$ cat src/rtl/systolic_pkg.sv
// systolic_pkg: types and constants shared by the systolic array and its result collector
package systolic_pkg;
   localparam int DEFAULT_DATA_WIDTH = 8;
   typedef enum logic [1:0] {IDLE, COLLECT, DRAIN} collector_state_t;
endpackage

$ cat src/rtl/row_fifo.sv
// row_fifo: synchronous FIFO with registered head data and an explicit occupancy counter
module row_fifo #(
   parameter int WIDTH = 17,
   parameter int DEPTH = 4
) (
   input  logic                     clk,
   input  logic                     reset,
   input  logic                     flush,
   input  logic                     push,
   input  logic                     pop,
   input  logic [WIDTH-1:0]         wr_data,
   output logic [WIDTH-1:0]         rd_data,
   output logic                     full,
   output logic                     empty,
   output logic [$clog2(DEPTH):0]   count
);
   localparam int AW = $clog2(DEPTH);
   logic [WIDTH-1:0] mem [DEPTH];
   logic [AW-1:0] wr_ptr, rd_ptr, head_nxt;
   logic do_push, do_pop;
   assign full  = count == (AW+1)'(DEPTH);
   assign empty = count == '0;
   always_comb begin
      do_pop   = pop && !empty && !flush;
      do_push  = push && !flush && (!full || do_pop);
      head_nxt = rd_ptr + AW'(do_pop);
   end
   always_ff @(posedge clk)
      if (do_push) mem[wr_ptr] <= wr_data;
   // The head register takes the incoming row directly when it becomes the new head.
   always_ff @(posedge clk or negedge reset)
      if (!reset) begin
         wr_ptr  <= '0;
         rd_ptr  <= '0;
         count   <= '0;
         rd_data <= '0;
      end else if (flush) begin
         wr_ptr  <= '0;
         rd_ptr  <= '0;
         count   <= '0;
         rd_data <= '0;
      end else begin
         if (do_push) wr_ptr <= wr_ptr + 1'b1;
         rd_ptr  <= head_nxt;
         count   <= count + (AW+1)'(do_push) - (AW+1)'(do_pop);
         rd_data <= (do_push && head_nxt == wr_ptr) ? wr_data : mem[head_nxt];
      end
endmodule

$ cat src/rtl/systolic_result_collector.sv
// systolic_result_collector: deskews column results, buffers rows and hands them downstream
module systolic_result_collector
   import systolic_pkg::*;
#(
   parameter int DATA_WIDTH = DEFAULT_DATA_WIDTH,
   parameter int NUM_ROWS   = 2,
   parameter int FIFO_DEPTH = 4
) (
   input  logic                  clk,
   input  logic                  reset,
   input  logic                  start,
   input  logic                  in_valid,
   input  logic [DATA_WIDTH-1:0] y0,
   input  logic [DATA_WIDTH-1:0] y1,
   output logic                  out_valid,
   input  logic                  out_ready,
   output logic [DATA_WIDTH-1:0] out_y0,
   output logic [DATA_WIDTH-1:0] out_y1,
   output logic                  out_last,
   output logic                  done,
   output logic                  overflow
);
   localparam int FW = 2*DATA_WIDTH + 1;
   collector_state_t state;
   logic [DATA_WIDTH-1:0] y0_d;
   logic valid_d, last, pop, accept, full, empty;
   logic [7:0] row_cnt;
   logic [FW-1:0] rd_data;
   logic [$clog2(FIFO_DEPTH):0] count;
   assign last   = row_cnt == 8'(NUM_ROWS-1);
   assign pop    = out_valid && out_ready;
   // The array cannot stall, so a row either fits this cycle or is lost.
   assign accept = valid_d && state != DRAIN && (!full || pop);
   assign out_valid = !empty;
   assign out_y1    = rd_data[FW-1 -: DATA_WIDTH];
   assign out_y0    = rd_data[DATA_WIDTH:1];
   assign out_last  = rd_data[0];
   row_fifo #(.WIDTH(FW), .DEPTH(FIFO_DEPTH)) u_fifo (
      .clk     (clk),
      .reset   (reset),
      .flush   (start),
      .push    (accept),
      .pop     (pop),
      .wr_data ({y1, y0_d, last}),
      .rd_data (rd_data),
      .full    (full),
      .empty   (empty),
      .count   (count)
   );
   always_ff @(posedge clk or negedge reset)
      if (!reset) begin
         state    <= IDLE;
         y0_d     <= '0;
         valid_d  <= 1'b0;
         row_cnt  <= '0;
         done     <= 1'b0;
         overflow <= 1'b0;
      end else if (start) begin
         state    <= IDLE;
         y0_d     <= '0;
         valid_d  <= 1'b0;
         row_cnt  <= '0;
         done     <= 1'b0;
         overflow <= 1'b0;
      end else begin
         valid_d <= in_valid;
         y0_d    <= y0;
         done    <= 1'b0;
         if (valid_d && !accept) overflow <= 1'b1;
         if (valid_d) row_cnt <= last ? '0 : row_cnt + 8'd1;
         case (state)
            IDLE:    if (valid_d) state <= last ? DRAIN : COLLECT;
            COLLECT: if (valid_d && last) state <= DRAIN;
            DRAIN:   if (count == '0) begin
               state   <= IDLE;
               done    <= 1'b1;
               row_cnt <= '0;
            end
            default: state <= IDLE;
         endcase
      end
endmodule

$ cat config.mk
export PLATFORM = sky130hd
export DESIGN_NAME = systolic_result_collector
export DESIGN_NICKNAME = d
export VERILOG_FILES = /design/src/rtl/systolic_pkg.sv /design/src/rtl/row_fifo.sv /design/src/rtl/systolic_result_collector.sv
export SDC_FILE = /design/constraint.sdc
export NUM_CORES = 1
export LEC_CHECK = 0
export ABC_AREA = 1
export CELL_PAD_IN_SITES_DETAIL_PLACEMENT = 0
export CELL_PAD_IN_SITES_GLOBAL_PLACEMENT = 2
export CORE_ASPECT_RATIO = 0.75
export CORE_MARGIN = 5
export CORE_UTILIZATION = 38
export CTS_BUF_LIST = sky130_fd_sc_hd__clkbuf_16
export DETAILED_ROUTE_END_ITERATION = 16
export GPL_ROUTABILITY_DRIVEN = 1
export GPL_TIMING_DRIVEN = 0
export PLACE_DENSITY = 0.81
export SLEW_MARGIN = 20
export SYNTH_ARGS = -nofsm -noshare
export SYNTH_HDL_FRONTEND = slang
export SYNTH_SLANG_ARGS = --single-unit
export TNS_END_PERCENT = 1
$ cat constraint.sdc
create_clock -name clk -period 3.05 [get_ports clk]
set_input_delay 0.61 -clock clk [delete_from_list [all_inputs] [get_ports clk]]
set_output_delay 0.61 -clock clk [all_outputs]
set_load 0.01 [all_outputs]
* Word level (Yosys, flattened, before mapping)
Memories as Yosys holds them, arrays and structs flattened.
Index checks and enable logic that the tools add are counted.
W data, S select, Z words.
** Storage, ports and cells
- Register bits after elaboration :: 45
- RAM bits :: 68
- Output and inout port bits :: 20
- Memories :: 1
** Memories
- u_fifo.mem :: words 4, width 17, read ports 1, clocked after memory_dff 0, wr ports 1, RTL line row_fifo.sv:18 : logic [WIDTH-1:0] mem [DEPTH];
** Operators by class
- Reduce and logical (&&, ||, !) cells :: 21
- Eq/ne operators :: 9
- Add/subtract/negate cells :: 5
- Mux-type cells :: 26
** Operators by type and width (count)
- $mux W8 :: 6
- $mux W17 :: 2
- $mux W2 :: 8
- $logic_and A1 B1 Y1 :: 10
- $add A8 B1 Y8 const B :: 1
- $eq A8 B1 Y1 const B :: 1
- $mux W1 :: 8
- $ne A3 B3 Y1 const B :: 2
- $pmux W2 S3 :: 1
- $logic_not A1 Y1 :: 4
- $reduce_bool A2 Y1 :: 2
- $add A3 B1 Y3 :: 1
- $eq A3 B3 Y1 const B :: 1
- $logic_not A3 Y1 :: 1
- $mux W3 :: 1
- $ne A3 B2 Y1 const B :: 1
- $reduce_and A3 Y1 :: 1
- $sub A3 B1 Y3 :: 1
- $add A2 B1 Y2 :: 1
- $add A2 B1 Y2 const B :: 1
- $eq A2 B1 Y1 const B :: 1
- $eq A2 B2 Y1 :: 1
- $eq A2 B2 Y1 const B :: 1
- $logic_not A2 Y1 :: 1
- other kinds (2) :: 3

* Logic depth before layout (Yosys ltp)
Gate-level depths: netlist of the first run.
- Depth after elaboration :: 10
- Mapped depth :: 12

* Hierarchy
A second synthesis of the first run with hierarchy kept.
** Unflattened totals
- Cells, all modules :: 554
- Area, all modules :: 5166.2 um2
** By module, submodules not included
- row_fifo :: cells an instance 432, instances 1, area each 4142.7 um2
- systolic_result_collector :: cells an instance 122, instances 1, area each 1023.5 um2

* Worst setup path before layout of the first run
OpenSTA, ideal clock, no wires.
- Kind :: in2reg
- Start point :: input out_ready
- End point :: memory u_fifo.mem[0][0], enable pin
- Stages :: 6
- Data arrival time :: 1903 ps
- Setup slack :: 757 ps
- Setup time :: 391 ps
- Data required time :: 2659 ps
- Path through :: inv_2 -> nand3_1 -> nand2_1 -> nor2_2 -> inv_1 -> nor2_1
** On the way
- Word-level cells in the longest chain between the ends :: 7
- Elaborated cells between the ends (all ways) :: 10
** RTL lines
- from (decl) :: RTL line systolic_result_collector.sv:16 : input logic out_ready,
- $logic_and A1 B1 Y1 (*) :: RTL line systolic_result_collector.sv:31 : assign pop = out_valid && out_ready;
- $logic_or A1 B1 Y1 / $logic_and A1 B1 Y1 (equally long branches) :: RTL line systolic_result_collector.sv:33, row_fifo.sv:24
- $logic_and A1 B1 Y1 (on tied branches) :: RTL line systolic_result_collector.sv:33, row_fifo.sv:24
- $logic_and A1 B1 Y1 / $logic_or A1 B1 Y1 (equally long branches) :: RTL line row_fifo.sv:25 : do_push = push && !flush && (!full || do_pop);
- $logic_and A1 B1 Y1 (*) :: RTL line row_fifo.sv:25
- $mux W1 (*) :: RTL line row_fifo.sv:29 : if (do_push) mem[wr_ptr] <= wr_data;
- $mux W1 (not written as such) (*) :: RTL line row_fifo.sv:29
- to (decl) :: RTL line row_fifo.sv:18
Mark *: on every way between the ends. The rest lies on a longest branch, timed or not.

* Worst setup path in the final report of the first run
- Start point :: input out_ready
- End point :: memory u_fifo.mem[1][5], enable pin
Same word-level chain as after synthesis.

==> results of run 1 <==
==> state kept, by name (all words and copies together) (netlist names) <==
| name | flops |
|---|---|
| u_fifo.rd_data | 17 |
| u_fifo.rd_ptr | 2 |
| done | 1 |
| overflow | 1 |
| row_cnt | 8 |
| u_fifo.mem | 68 |
| y0_d | 8 |
| valid_d | 1 |
| u_fifo.count | 3 |
| u_fifo.wr_ptr | 2 |
| state | 2 |
==> final timing paths <==
| path | startpoint | endpoint | slack, ps | cells past startpoint |
|---|---|---|---|---|
| worst min-delay path | reset | u_fifo.rd_data[13] | 230 | 1 |
| max in group asynchronous | reset | y0_d[6] | 2390 | 1 |
| worst max-delay path | out_ready | u_fifo.mem[1][5] | 500 | 8 |
| worst max register to register | valid_d | u_fifo.mem[1][5] | 670 | 8 |
| min in group clk | start | valid_d | 430 | 2 |
| worst min register to register | y0_d[7] | u_fifo.mem[3][8] | 510 | 0 |
==> stage by stage <==
step	TNS (ps)	power, mW	cells
2_1_floorplan	0	2.282	519
3_3_place_gp	-46770	2.588	733
3_5_place_dp	0	2.608	736
4_1_cts	0	4.702	768
5_1_grt	0	4.870	768
6_report	0	4.663	768
==> power by group <==
| group | switching, mW | internal [mW] |
|---|---|---|
| logic | 0.497 | 0.307 |
| clock network | 0.668 | 1.43 |
| registers | 0.0464 | 1.72 |
==> layout by cell type, fill, tap and decap left out <==
master and count:
nor2_8 3, nor3b_1 4, nand3_1 49, clkinv_2 4, nand3_4 2, nand2_2 5, nor2_1 63, edfxtp_1 68
nand2_8 1, nand3b_1 34, buf_12 1, nor2_4 1, xnor2_1 1, xor2_1 3, nand2_4 3, nand4_1 4
clkbuf_1 5, a21oi_1 2, nor3_1 4, a211oi_1 1, nor2_2 5, clkinv_1 5, clkinvlp_4 1, inv_2 5
clkbuf_16 17, fa_1 1, buf_2 9, dfrtp_1 45, nand2_1 82, a21oi_4 1, o21ai_0 4, buf_6 4
nand3_2 12, o21ai_1 2, buf_8 3, buf_4 2, ha_1 7, clkdlybuf4s50_1 38, inv_1 87, bufinv_16 5
==> layer usage <==
layer | part of all wire | up-vias | wire (µm)
li1 | - | 1789 | -
met1 | 0.50 | 1702 | 6111
met2 | 0.44 | 72 | 5388
met3 | 0.049 | 10 | 604
met4 | 0.0080 | 0 | 98
met5 | 0 | - | 0
==> cell type report <==
class / instances / area share
Buffer: 20 / 0.02069
Clock buffer: 17 / 0.06453
Clock inverter: 15 / 0.02980
Inverter: 92 / 0.05238
Multi-Input combinational cell: 294 / 0.2532
Sequential cell: 113 / 0.4805
Tap cell: 175 / 0.03321
Timing Repair Buffer: 42 / 0.06567
==> cells by family after synthesis <==
kind of cell             count (synthesis)  share of synthesized area
AO/OA/AOI/OAI                           10                    0.01203
XOR/XNOR                                 4                   0.006607
adder cells (fa/ha/maj)                  8                    0.02029
buffers and inverters                  112                    0.09082
flip-flops                             113                     0.5973
AND/OR/NAND/NOR                        272                     0.2729
==> results.py, run 1 <==
metrics = {
    "synth": {
        "syn_inst": 519,
        "post-synth-top-count-cell": "inv_1",
        "synth.largest_area_cell": "edfxtp_1",
        "syn_nets": 548,
        "synth_warnings": 0,
        "ys_top_cells_by_count": "inv_1, nand2_1, edfxtp_1",
        "syn_area_per_cell_um2": 10.22,
        "synth_cell_types": 32,
        "synthArstFlopShare": 0.3982,
        "netlist_area_um2": 5304,
        "ys_seq_elements": 113,
        "synth-seq-area-share": 0.5973,
        "ys.flop_type": "edfxtp_1",
        "synth_edf_count": 68,
        "netlist.area_leader.share": 0.3850,
        "synth_area_leaders": "edfxtp_1, dfrtp_1, inv_1",
    },
    "floorplan": {
        "dieArea_um2": 16450,
        "start_util": 0.3871,
        "rows": 37,
        "die_h_um": 112.3,
        "core_area_um2": 13700,
        "chipWidth_um": 146.4,
        "ios": 41,
    },
    "run": {
        "cap_violations": 0,
    },
    "final_layout": {
        "drive_gt1_frac": 0.1417,
        "post-route-cell-area_um2": 6593,
        "num-fill-cells": 1248,
        "nets": 609,
        "syn_to_final_growth_pct": 24.30,
        "ff_latch_area_um2": 3168,
        "final_core_util": 0.4811,
        "n_antenna_cell": 0,
        "multi_input_area_um2": 1669,
    },
    "setup_path": {
        "path_buf_inv": 4,
        "path_max_fanout": 9,
        "cp_slowest_cell": "nor2_2",
        "crit_arrival_ps": 2660,
        "required_ps": 3160,
        "crit_family": "simple AND/OR/NAND/NOR gates",
        "cp_slowest_stage_delay_ps": 560,
        "worst-setup-path-type": "input pin to flip-flop",
        "start_kind": "input pin",
        "crit_chain": "clkdlybuf4s50_1, inv_2, nand3_1, nand2_1, nor2_2, inv_1, nor2_2, buf_8",
        "cp-end-kind": "flip-flop",
        "cp_common_cell": "nor2_2",
    },
    "place": {
        "place_congestion": 0.7516,
        "dpl-instance-area_um2": 5971,
        "hpwl_um": 8043,
        "port_buffers": 39,
        "place_ws_ps": 80.91,
    },
    "detailed_routing": {
        "wl_um": 12200,
        "drc": 0,
        "via_count": 3573,
        "ant_nets": 0,
        "routed_via_density": 4.652,
        "drt-initial-drc-count": 197,
        "drt_first_pass_iters": 4,
        "wl_per_cell_um": 15.89,
    },
    "global_route": {
        "use_met3": 0.04802,
        "grt_max_degree": 46,
        "gr-total-overflow": 0,
        "gr-usage-met1": 0.2251,
        "grt_pass1_vias": 3586,
        "gr-usage-all-layers": 0.1569,
        "grtUsageMet2": 0.2330,
        "grt_first_pass_wirelength_um": 19690,
        "antenna_found_initial": 0,
        "top_usage_layer": "met2",
    },
    "clock_tree": {
        "clockBufferDepth": 2,
        "post_cts_resized": 0,
        "cts_setup_buffers": 0,
        "clk_latency_ps": 410,
        "ctsHoldBuffers": 0,
        "cts-root-buf": "clkbuf_16",
        "cts_made_buffers": 17,
        "path_clk_slew_ps": 50,
        "clock-sinks": 113,
        "cts_tree": "done",
        "cts_max_level": 4,
    },
    "power_and_ir_drop": {
        "vdd_ir_drop_max_mv": 0.3740,
        "powerDensity_nw_per_um2": 707.3,
        "leakagePower_nw": 2.869,
    },
    "timing": {
        "maxClockFrequency_mhz": 391.7,
        "period_share": 0.8370,
        "hold-worst-slack_ps": 228.2,
        "worst_pin_slew_ps": 758.3,
        "hold_violations": 0,
        "setup_ws_ps": 497.2,
        "setup_violations": 0,
        "relSlewSlack": 0.4906,
        "skew_ps": 13.11,
        "rsz0062_at_grt": "false",
        "finalCriticalPeriod_ps": 2553,
        "maxSlewViolCount": 0,
    },
    "outcome": {
        "status": "finished clean",
    },
    "min_path": {
        "hp-class": "input pin to async pin",
    },
}
Power figures use the tool's default switching activity.
==> run 2: changes to the inputs <==
Clock period 3.05 ns to 2.35 ns, I/O delays scaled along.
==> results.py, run 2 (synthesis gave the netlist of run 1 again) <==
metrics = {
    "outcome": {
        "status": "finished clean",
    },
    "timing": {
        "hold-worst-slack_ps": 88.28,
        "finalCriticalPeriod_ps": 2273,
        "period_share": 0.9673,
        "relSlewSlack": 0.4949,
        "rsz0062_at_grt": "true",
        "maxSlewViolCount": 0,
        "skew_ps": 12.78,
        "worst_pin_slew_ps": 751.8,
        "hold_violations": 0,
        "setup_violations": 0,
        "maxClockFrequency_mhz": 439.9,
    },
    "place": {
        "dpl-instance-area_um2": 5971,
        "port_buffers": 39,
        "place_congestion": 0.7516,
        "hpwl_um": 8043,
    },
    "setup_path": {
        "crit_chain": "clkdlybuf4s50_1, inv_2, nand3_1, nand2_1, nor2_4, inv_1, nor2_2, buf_8",
        "crit_arrival_ps": 2380,
        "crit_family": "buffers and inverters",
        "required_ps": 2460,
        "worst-setup-path-type": "input pin to flip-flop",
        "cp_slowest_stage_delay_ps": 550,
        "cp-end-kind": "flip-flop",
        "worst-path-stages": 8,
        "path_buf_inv": 4,
        "r2r_cells": 8,
        "start_kind": "input pin",
        "path_max_fanout": 9,
        "cp_slowest_cell": "nor2_2",
    },
    "detailed_routing": {
        "ant_nets": 0,
        "wl_um": 12190,
        "drt_first_pass_iters": 4,
        "routed_via_density": 4.648,
        "drt-initial-drc-count": 194,
        "drc": 0,
        "wl_per_cell_um": 15.87,
        "via_count": 3570,
    },
    "power_and_ir_drop": {
        "leakagePower_nw": 2.869,
        "p_total_mw": 6.046,
        "vdd_ir_drop_max_mv": 0.4822,
        "powerDensity_nw_per_um2": 916.4,
    },
    "final_layout": {
        "reg_top3": "u_fifo.mem: 68 flops, u_fifo.rd_data: 17 flops",
        "n_antenna_cell": 0,
        "syn_to_final_growth_pct": 24.39,
        "final_core_util": 0.4815,
        "post-route-cell-area_um2": 6598,
        "num-fill-cells": 1247,
        "nets": 609,
        "largest_reg_flops": 68,
        "multi_input_area_um2": 1674,
        "ff_latch_area_um2": 3168,
        "final_common_cell": "inv_1",
        "regMostFlops": "u_fifo.mem",
        "layout_common_cells": "inv_1, nand2_1, edfxtp_1, nor2_1, nand3_1",
        "drive_gt1_frac": 0.1417,
    },
    "global_route": {
        "gr-total-overflow": 0,
        "antenna_found_initial": 0,
        "grt_pass1_vias": 3586,
        "grt_max_degree": 46,
        "gr-usage-all-layers": 0.1569,
        "grt_first_pass_wirelength_um": 19690,
    },
    "clock_tree": {
        "ctsHoldBuffers": 0,
        "cts-root-buf": "clkbuf_16",
        "cts_setup_buffers": 0,
        "clk_latency_ps": 410,
        "clock-sinks": 113,
        "clockBufferDepth": 2,
        "path_clk_slew_ps": 50,
        "cts_made_buffers": 17,
        "cts_max_level": 4,
        "cts_tree": "done",
        "post_cts_resized": 0,
    },
    "floorplan": {
        "die_h_um": 112.3,
        "core_area_um2": 13700,
        "rows": 37,
        "chipWidth_um": 146.4,
        "start_util": 0.3871,
        "dieArea_um2": 16450,
        "ios": 41,
    },
    "min_path": {
        "hp-class": "input pin to async pin",
    },
    "run": {
        "cap_violations": 0,
    },
}
[run 2: cell counts in the layout (fill, tap and decap cells not counted)]
No cell type changed its count.
[run 2: routing by layer]
layer / up-vias / GRT usage / wire length (µm)
li1: 1784 / - / -
met1: 1691 / 0.2251 / 5974
met2: 85 / 0.2330 / 5375
met3: 10 / 0.04802 / 737
met4: 0 / 0.04010 / 98
met5: - / 0 / 0
[run 2: final timing paths]
path / startpoint / slack (ps) / endpoint
worst max register to register: valid_d / 110 / u_fifo.mem[1][5]
worst min register to register: y0_d[7] / 510 / u_fifo.mem[3][8]
min in group clk: start / 300 / u_fifo.count[2]
max in group asynchronous: reset / 1830 / y0_d[6]
worst min-delay path: reset / 90 / u_fifo.rd_data[13]
worst max-delay path: out_ready / 80 / u_fifo.mem[1][5]
[run 2: cell type report]
class                   instances  area share
flip-flops and latches        113      0.4802
multi-input cells             294      0.2537
repair buffers                 42     0.06562
clock buffers                  17     0.06448
inverters                      92     0.05234
well taps                     175     0.03319
clock inverters                15     0.02977
plain buffers                  20     0.02067
[run 2: report_power, final]
part,switching [mW],internal (mW)
combinational,0.643,0.399
sequential,0.0598,2.23
clock,0.861,1.85
[run 2: stage by stage]
| step | setup TNS, ps | setup slack [ps] | cells |
|---|---|---|---|
| finish | 0 | 76.78 | 768 |
| global route | -690.5 | -42.01 | 768 |
| CTS | -1128 | -61.33 | 768 |
| detailed placement | -27520 | -479.1 | 736 |
| global placement | -111260 | -1235 | 733 |
| floorplan | 0 | 194.8 | 519 |
==> run 3: changes to the inputs <==
Settings changed: CORE_UTILIZATION 38 to 37, PLACE_DENSITY 0.81 to 0.82, SLEW_MARGIN 20 to unset, SYNTH_HIERARCHICAL set to 1.
==> results.py, run 3 <==
metrics = {
    "outcome": {
        "status": "finished clean",
    },
    "final_layout": {
        "ff_latch_area_um2": 3169,
        "reg_top3": "u_fifo/mem: 68 flops, u_fifo/rd_data: 17 flops",
        "regMostFlops": "u_fifo/mem",
        "final_common_cell": "nand2_1",
        "syn_to_final_growth_pct": 28.77,
        "final_core_util": 0.4855,
        "nets": 656,
        "layout_common_cells": "nand2_1, nor2_1, inv_1, edfxtp_1, dfrtp_1",
        "num-fill-cells": 1280,
        "largest_reg_flops": 68,
        "multi_input_area_um2": 1652,
        "post-route-cell-area_um2": 6653,
        "n_antenna_cell": 0,
        "drive_gt1_frac": 0.1690,
        "final_cell_count_no_fill": 814,
    },
    "synth": {
        "synth_warnings": 6,
        "ys_top_cells_by_count": "nand2_1, nor2_1, inv_1",
        "synth_area_leaders": "edfxtp_1, dfrtp_1, nand2_1",
        "synth_edf_count": 68,
        "netlist_area_um2": 5166,
        "synth_cell_types": 28,
        "syn_area_per_cell_um2": 9.325,
        "synth.largest_area_cell": "edfxtp_1",
        "synth-seq-area-share": 0.6132,
        "synthArstFlopShare": 0.3982,
        "ys_seq_elements": 113,
        "post-synth-top-count-cell": "nand2_1",
        "syn_inst": 554,
        "netlist.area_leader.share": 0.3953,
        "syn_nets": 584,
        "ys.flop_type": "edfxtp_1",
    },
    "clock_tree": {
        "path_clk_slew_ps": 50,
        "clk_latency_ps": 410,
        "clock-sinks": 113,
        "cts-root-buf": "clkbuf_16",
        "cts_made_buffers": 17,
        "cts_tree": "done",
        "clockBufferDepth": 2,
        "cts_max_level": 4,
    },
    "detailed_routing": {
        "wl_um": 11830,
        "via_count": 3656,
        "routed_via_density": 4.491,
        "drt-initial-drc-count": 192,
        "ant_nets": 0,
        "drt_first_pass_iters": 5,
        "drc": 0,
        "wl_per_cell_um": 14.54,
    },
    "power_and_ir_drop": {
        "powerDensity_nw_per_um2": 832.5,
        "vdd_ir_drop_max_mv": 0.5913,
        "leakagePower_nw": 3.104,
    },
    "global_route": {
        "gr-usage-all-layers": 0.1557,
        "antenna_found_initial": 0,
        "grt_first_pass_wirelength_um": 19550,
        "grt_pass1_vias": 3677,
        "gr-total-overflow": 0,
        "grt_max_degree": 26,
    },
    "place": {
        "port_buffers": 40,
        "hpwl_um": 7799,
        "place_congestion": 0.7617,
        "post-place-cells": 774,
        "dpl-instance-area_um2": 5888,
        "place_ws_ps": -811.9,
    },
    "floorplan": {
        "dieArea_um2": 16450,
        "die_h_um": 112.3,
        "rows": 37,
        "ios": 41,
        "start_util": 0.3770,
        "core_area_um2": 13700,
        "chipWidth_um": 146.4,
    },
    "timing": {
        "maxClockFrequency_mhz": 440.0,
        "hold_violations": 0,
        "skew_ps": 6.840,
        "setup_ws_ps": 77.28,
        "maxSlewViolCount": 0,
        "period_share": 0.9671,
        "setup_violations": 0,
        "relSlewSlack": 0.4697,
        "finalCriticalPeriod_ps": 2273,
        "worst_pin_slew_ps": 795.4,
        "rsz0062_at_grt": "true",
    },
    "setup_path": {
        "crit_path_start": "out_ready",
        "worst-setup-path-type": "input pin to flip-flop",
        "r2r-start": "u_fifo/count[0]",
        "path_max_fanout": 10,
        "cp-end-kind": "flip-flop",
        "required_ps": 2460,
        "crit_arrival_ps": 2380,
        "start_kind": "input pin",
    },
    "min_path": {
        "hp-class": "input pin to async pin",
    },
    "run": {
        "cap_violations": 0,
    },
}
run 3: worst paths after layout:
check	end	slack (ps)	cells after the start
worst min register to register	overflow	520	2
min in group clk	overflow	510	2
worst max register to register	u_fifo/count[1]	100	13
worst max-delay path	u_fifo/mem[1][0]	80	10
worst min-delay path	row_cnt[3]	40	1
max in group asynchronous	u_fifo/count[1]	1780	2
run 3: layer usage:
layer / global-route usage / up-vias / part of all wire / routed length, µm
li1: - / 1848 / - / -
met1: 0.2133 / 1722 / 0.50 / 5867
met2: 0.2389 / 75 / 0.45 / 5294
met3: 0.04157 / 11 / 0.045 / 534
met4: 0.05764 / 0 / 0.011 / 136
met5: 0 / - / 0 / 0
run 3: layout make-up:
| cell class | instances | share of cell area |
|---|---|---|
| inverter | 79 | 0.04608 |
| buffer | 15 | 0.01768 |
| sequential | 113 | 0.4764 |
| timing repair buffer | 54 | 0.08445 |
| tap | 175 | 0.03291 |
| clock buffer | 17 | 0.06395 |
| clock inverter | 15 | 0.03028 |
| multi-input combinational | 346 | 0.2483 |
run 3: timing repair:
item                                    in CTS  in global routing
pin swaps                                    1                  9
gates resized for setup                      7                 27
endpoints found under the setup margin      76                 35
buffers inserted                             4                  5
hold buffers                                 0                  0
run 3: critical path, stage by stage:
cell and delay (ps):
clkdlybuf4s50_1 450, inv_1 60, nor2_4 140, nor2_2 70, nor2_2 140, inv_2 60, nor2_4 110, nand2_4 100
nor2_2 540, buf_6 250
run 3: cells by family after synthesis:
logic type      share of synthesized area
fa+ha+maj                         0.02325
buf+inv                           0.07847
simple gates                       0.2667
compound gates                    0.01501
xor+xnor                         0.003391
flops                              0.6132
run 3: power by group:
part / leakage [nW] / total, mW / internal, mW / switching, mW
Clock: 0.319 / 2.71 / 1.85 / 0.856
Combinational: 1.57 / 0.574 / 0.240 / 0.334
Sequential: 1.21 / 2.25 / 2.21 / 0.0459
run 3: per-stage QoR:
stage | power, mW | hold WS, ps | TNS (ps)
after floorplan | 2.591 | 174.4 | -2472
after global placement | 2.812 | 505.3 | -128160
after detailed placement | 2.832 | 481.1 | -38250
after CTS | 5.570 | 44.91 | -87.46
after global routing | 5.766 | 72.82 | -746.9
final | 5.539 | 35.80 | 0
